## src/rtl/jvm_byte_fetch.sv

```systemverilog
// Flow-controlled bytecode fetcher: sequential reads from a synchronous instruction RAM
// into a 2-entry buffer, with stall, redirect, restart and end-of-method detection.
module jvm_byte_fetch #(
   parameter int ADDR_W = 12
) (
   input  logic              clk,
   input  logic              reset,
   input  logic              start,
   input  logic [ADDR_W-1:0] start_pc,
   input  logic [ADDR_W-1:0] end_pc,
   input  logic              redirect,
   input  logic [ADDR_W-1:0] redirect_pc,
   input  logic              waiting,
   output logic              iram_en,
   output logic [ADDR_W-1:0] iram_adr,
   input  logic [7:0]        iram_rdata,
   output logic [7:0]        iram_data,
   output logic              data_valid,
   output logic [ADDR_W-1:0] byte_pc,
   output logic              busy,
   output logic              done
);

   typedef enum logic [1:0] {S_IDLE, S_RUN, S_DONE} state_t;

   state_t            r_state;
   logic [ADDR_W-1:0] r_fetch_pc;
   logic [ADDR_W-1:0] r_end_pc;
   logic [ADDR_W-1:0] r_inflight_pc;
   logic              r_inflight;
   logic [1:0]        r_count;
   logic [7:0]        r_data0, r_data1;
   logic [ADDR_W-1:0] r_pc0, r_pc1;

   logic              w_run;
   logic              w_pop;
   logic              w_push;
   logic              w_redirect;
   logic              w_issue;
   logic              w_wr_hi;
   logic [2:0]        w_occ;
   logic [2:0]        w_limit;

   assign w_run      = (r_state == S_RUN);
   assign w_pop      = (r_count != 2'd0) && !waiting;
   assign w_push     = r_inflight;
   assign w_redirect = redirect && w_run && !start;

   // occupancy after this cycle's pop must leave room for the read being issued
   assign w_occ      = {1'b0, r_count} + {2'b00, r_inflight};
   assign w_limit    = 3'd2 + {2'b00, w_pop};
   assign w_issue    = w_run && (r_fetch_pc != r_end_pc) && (w_occ < w_limit);

   // returning byte lands in entry 1 only if entry 0 stays occupied after the pop
   assign w_wr_hi    = (r_count == 2'd2) || ((r_count == 2'd1) && !w_pop);

   assign iram_en    = w_issue;
   assign iram_adr   = r_fetch_pc;
   assign iram_data  = r_data0;
   assign byte_pc    = r_pc0;
   assign data_valid = (r_count != 2'd0);
   assign busy       = w_run;
   assign done       = (r_state == S_DONE);

   always_ff @(posedge clk or negedge reset) begin
      if (!reset) begin
         r_state       <= S_IDLE;
         r_fetch_pc    <= '0;
         r_end_pc      <= '0;
         r_inflight_pc <= '0;
         r_inflight    <= 1'b0;
         r_count       <= 2'd0;
         r_data0       <= '0;
         r_data1       <= '0;
         r_pc0         <= '0;
         r_pc1         <= '0;
      end else if (start) begin
         r_state    <= S_RUN;
         r_fetch_pc <= start_pc;
         r_end_pc   <= end_pc;
         r_inflight <= 1'b0;
         r_count    <= 2'd0;
      end else if (w_redirect) begin
         r_fetch_pc <= redirect_pc;
         r_inflight <= 1'b0;
         r_count    <= 2'd0;
      end else begin
         r_inflight <= w_issue;
         if (w_issue) begin
            r_fetch_pc    <= r_fetch_pc + ADDR_W'(1);
            r_inflight_pc <= r_fetch_pc;
         end
         if (w_pop) begin
            r_data0 <= r_data1;
            r_pc0   <= r_pc1;
         end
         if (w_push) begin
            if (w_wr_hi) begin
               r_data1 <= iram_rdata;
               r_pc1   <= r_inflight_pc;
            end else begin
               r_data0 <= iram_rdata;
               r_pc0   <= r_inflight_pc;
            end
         end
         case ({w_push, w_pop})
            2'b10:   r_count <= r_count + 2'd1;
            2'b01:   r_count <= r_count - 2'd1;
            default: r_count <= r_count;
         endcase
         if (w_run && (r_fetch_pc == r_end_pc) && !r_inflight && (r_count == 2'd0))
            r_state <= S_DONE;
      end
   end

   a_no_overflow: assert property (@(posedge clk) disable iff (!reset)
      !(w_push && !w_pop && (r_count == 2'd2) && !start && !w_redirect));

endmodule

```

## config.mk

```make
export PLATFORM = sky130hd
export DESIGN_NAME = jvm_byte_fetch
export DESIGN_NICKNAME = d
export VERILOG_FILES = /design/src/rtl/jvm_byte_fetch.sv
export SDC_FILE = /design/constraint.sdc
export NUM_CORES = 1
export LEC_CHECK = 0
export BUFFER_PORTS_ARGS = -buffer_cell sky130_fd_sc_hd__buf_4
export CAP_MARGIN = 10
export CORE_MARGIN = 10
export CORE_UTILIZATION = 50
export DETAILED_ROUTE_END_ITERATION = 16
export PLACE_DENSITY = 0.74
export SLEW_MARGIN = 20
export SYNTH_ARGS = -nofsm -noshare
export SYNTH_HDL_FRONTEND = slang
export SYNTH_SLANG_ARGS = --single-unit
```

## constraint.sdc

```tcl
create_clock -name clk -period 2.2 [get_ports clk]
set_input_delay 0.11 -clock clk [delete_from_list [all_inputs] [get_ports clk]]
set_output_delay 0.11 -clock clk [all_outputs]
set_load 0.03 [all_outputs]
```

==> results.md <==
- In the finished design, the share of the clock period the worst path needs comes to 99.0%.
- The combinational power share is 31.8%.
- The post-route clock skew is 0.00926 ns.
- The tree is rooted in a clkbuf_8.
- Clock tree synthesis inserted a total of 9 buffers.
- For this run, design rule violations remaining after detail routing come to 0.
- The number of global-route vias before repair is 3313.
- Net switching is 34.9% of the power.
- For this run, the register share of the synthesized area comes to 52.2%.
- The first global-routing pass estimated 16.6 mm of wire.
- STA classifies the critical path startpoint as a register.
- The clock period minus worst slack is 2.18 ns.
- Clock latency on the worst-skew pair, taken at its later pin, is 0.35 ns.
- The synthesized flop and latch total is 81.
- The count of endpoints failing hold in the final timing report came to 0.
- The congestion estimate from routability-driven global placement came to 0.859.
- The overall die area is 11700 µm².
- The count of flip-flops with a built-in enable after synthesis is 0.
- For this run, the detailed router's first-pass iteration total came to 5.
- The maximum operating frequency is 459 MHz.
- The category of the worst setup path capture point is a register.
- The relative slew slack is 57.6%.
- The overall routing resource usage is 17.6%.
- From left edge to right edge, the die measures 108 µm.
- In the synthesized netlist the async set-or-reset flop fraction comes to 100%.
- The synthesized area per cell is 11.6 µm².
- Ranked by total cell area, the synthesized netlist is headed by dfrtp_1 (52%), mux2_2 (10%), a22oi_1 (6.2%).
- TritonCTS built the clock tree.
- In this run the worst path has a maximum fanout of 9.
- At the end of the flow, the number of nets in the layout was 515.
- The routed length per placed instance is 18.5 µm.
- The count of mapped cells out of synthesis is 335.
- Summed over all failing endpoints, the final setup total negative slack is 0 ns.
- The classification of the worst-slack hold path is in -> reg.
- In this run the cell area of the synthesized design comes to 3880 µm².
- During I/O placement, the number of pins put on the boundary was 85.
- In this run the power spent charging and discharging nets is 1530 µW.
- The routed design uses 859 µm of met3 wire.
- The initial standard-cell utilization of the core is 50.8%.
- The top routing layer in use is met4.
- The initial antenna violation count is 0.
- The height of the die is 108 µm.
- The setup-violating endpoint count in the final report is 0.
- Synthesis instantiated 46 different standard cells from the library.
- The required arrival time at the worst endpoint is 2.44 ns.
- The area of the multi-input gates is 1820 µm².
- For flop-to-flop paths, the worst setup slack is 0.02 ns.
- The post-detailed-route via-to-cell ratio is 5.64.
- In this run, the clock network consumes 22.5% of the power.
- The number of DRC markers in iteration 0 is 122.
- The minimum setup slack in the final design is 0.0226 ns.
- Among all flip-flop cells after synthesis, the most frequent one is dfrtp_1.
- The floorplan step defined a core boundary enclosing 7650 µm².
- The worst setup path category is reg -> reg.
- The run finished with clean final reports.
- The routed metal-1 wirelength is 4.28 mm.
- The data arrival time at the worst-slack endpoint is 2.42 ns.
- The number of antenna repair diodes is 0.
- Across the VDD grid, the largest voltage drop is 0.371 mV.
- In the synthesized netlist, the cells that appear most often are dfrtp_1 (81), mux2_2 (36), a22oi_1 (32).
- In the final layout, flip-flops and latches occupy 2030 µm².
- The number of buffers between clock root and the deepest sink is 2.
- CTS saw 81 sinks.
- The number of nets produced by synthesis is 391.
- After synthesis, the largest area contributor takes up 52.2% of total cell area.
- The site row count is 32.
- Detailed routing placed a total of 5.11 mm of wire on met2.
- The most used standard cell by instance count after synthesis is dfrtp_1.
- The slew at the pin with the worst max-slew slack is 0.636 ns.
- The number of I/O port buffers is 84.
- The worst hold slack is 0.0140 ns.
- After detailed routing, the total wire length is 10.4 mm.
- The fraction of power consumed by sequential logic is 45.7%.
- The level count of the clock H-tree is 3.
- OpenSTA, run right after detailed placement, puts the worst setup slack at -0.0484 ns.
- For this run, the number of standard cells in the final layout without fillers is 565.
- The max-slew violation total from the final report came to 0.
- Once detail routing completed, the nets flagged for antenna violations numbered 0.
- The internal power of the cells totals 2850 µW.
- The leakage power total is 0.00243 µW.
- The number of warnings printed during yosys synthesis is 0.
- The clock slew seen by the registers of the worst setup and hold paths is 0.08 ns.
- Power spread over the standard cell area amounts to 829 nW/µm².
- The synthesized design spends more area on one cell type than any other, namely dfrtp_1.
- The number of filler cells placed in the layout is 585.
- The fraction of layout cells with a size suffix above 1 is 39.1%.
- Detailed routing inserted a total of 3186 vias.
- From synthesis to final layout, the design area changed by 36.1%.
- The total grt overflow is 0.
- The largest net degree at the start of global routing is 48.
- The wire-length estimate of the detail-placed layout is 7.24 mm.
- The number of placed instances, taps included, is 521.
- The share of the core filled with cells is 69.1%.
- Max-cap violations in this run came to 0.
## stage by stage
step           instance area, µm²  total power (µW)
3_3_place_gp                 4730              3280
5_1_grt                      5280              4620
6_report                     5280              4380
3_5_place_dp                 4730              3340
4_1_cts                      5150              4360
2_1_floorplan                3880              2770
## area by class of cell
class                   instances  area share [%]
well taps                     102            2.42
repair buffers                135            21.0
flip-flops and latches         81            38.4
clock buffers                  11            2.68
clock inverters                 4           0.545
multi-input cells             224            34.4
inverters                       8           0.569
## sequential cells by signal (all words and copies together), names as in the netlist
register / count
r_inflight_pc: 12
r_inflight: 1
r_end_pc: 12
r_count: 2
r_data1: 8
iram_adr: 12
iram_data: 8
r_state: 2
r_pc1: 12
byte_pc: 12
## power by group through the flow
| stage | sequential [µW] | clock [µW] | combinational (µW) |
|---|---|---|---|
| finish | 2000 | 984 | 1390 |
| global route | 2040 | 1070 | 1510 |
| detailed placement | 2030 | 0 | 1310 |
| CTS | 2000 | 1000 | 1360 |
| global placement | 2010 | 0 | 1270 |
| floorplan | 2280 | 0 | 489 |
## kinds of logic (layout without fill, tap and decap cells)
group / after synthesis / in the layout / synth area share, %
xor+xnor: 15 / 15 / 3.39
buf+inv: 31 / 158 / 3.74
flops: 81 / 81 / 52.2
compound gates: 87 / 87 / 15.6
fa+ha+maj: 7 / 7 / 2.26
mux: 46 / 46 / 13.3
simple gates: 68 / 69 / 9.51
## per-layer routing
metal / global-route usage, % / up-vias
li1: - / 1477
met1: 21.5 / 1573
met2: 28.1 / 121
met3: 6.37 / 15
met4: 6.39 / 0
met5: 0 / -
## path summary, 6_finish.rpt
check	endpoint	cells past startpoint	startpoint
worst max-delay path	iram_adr[3]	10	r_count[0]
worst min-delay path	iram_adr[0]	3	redirect_pc[0]
worst max register to register	iram_adr[3]	10	r_count[0]
worst min register to register	iram_data[7]	2	iram_data[7]
max in group asynchronous	byte_pc[1]	3	reset
min in group asynchronous	iram_data[4]	2	reset
## placed cells by master (no fill, tap or decap), types with 2 or more instances in the layout
cell type / n
buf_4: 108
dfrtp_1: 81
mux2_2: 36
a22oi_1: 32
o21ai_0: 25
nand2_1: 24
dlygate4sd3_1: 20
xor2_1: 14
clkbuf_8: 10
nor2_1: 9
mux2_1: 9
inv_1: 7
a21oi_1: 5
and3_1: 5
o21ai_1: 5
nand3_1: 4
nor3_1: 4
nand4_1: 4
ha_1: 4
buf_6: 4
a41o_1: 3
a211oi_2: 3
o311a_1: 3
a31oi_1: 3
ha_4: 3
nor4_4: 2
nand3b_1: 2
nand2b_1: 2
and2_0: 2
nor3_4: 2
o211a_1: 2
clkinvlp_4: 2
buf_12: 2
## critical path, cell delays in order, from the launching register on
cell and delay, ns:
dfrtp_1 0.42, buf_4 0.15, ha_4 0.15, ha_4 0.27, o31ai_4 0.05, nand3b_1 0.14
a31oi_4 0.07, buf_8 0.17, buf_4 0.16, or3_1 0.34, and3_1 0.14
## repair_timing
item | 4_1_cts | 5_1_grt
pin swaps | 1 | 2
setup endpoints to repair | 14 | 37
hold buffers | 19 | 1
gates resized for setup | 3 | 16
buffers inserted | 6 | 2
hold endpoints to repair | 64 | 1
gates cloned | 0 | 1
(Power assumes the default switching activity.)
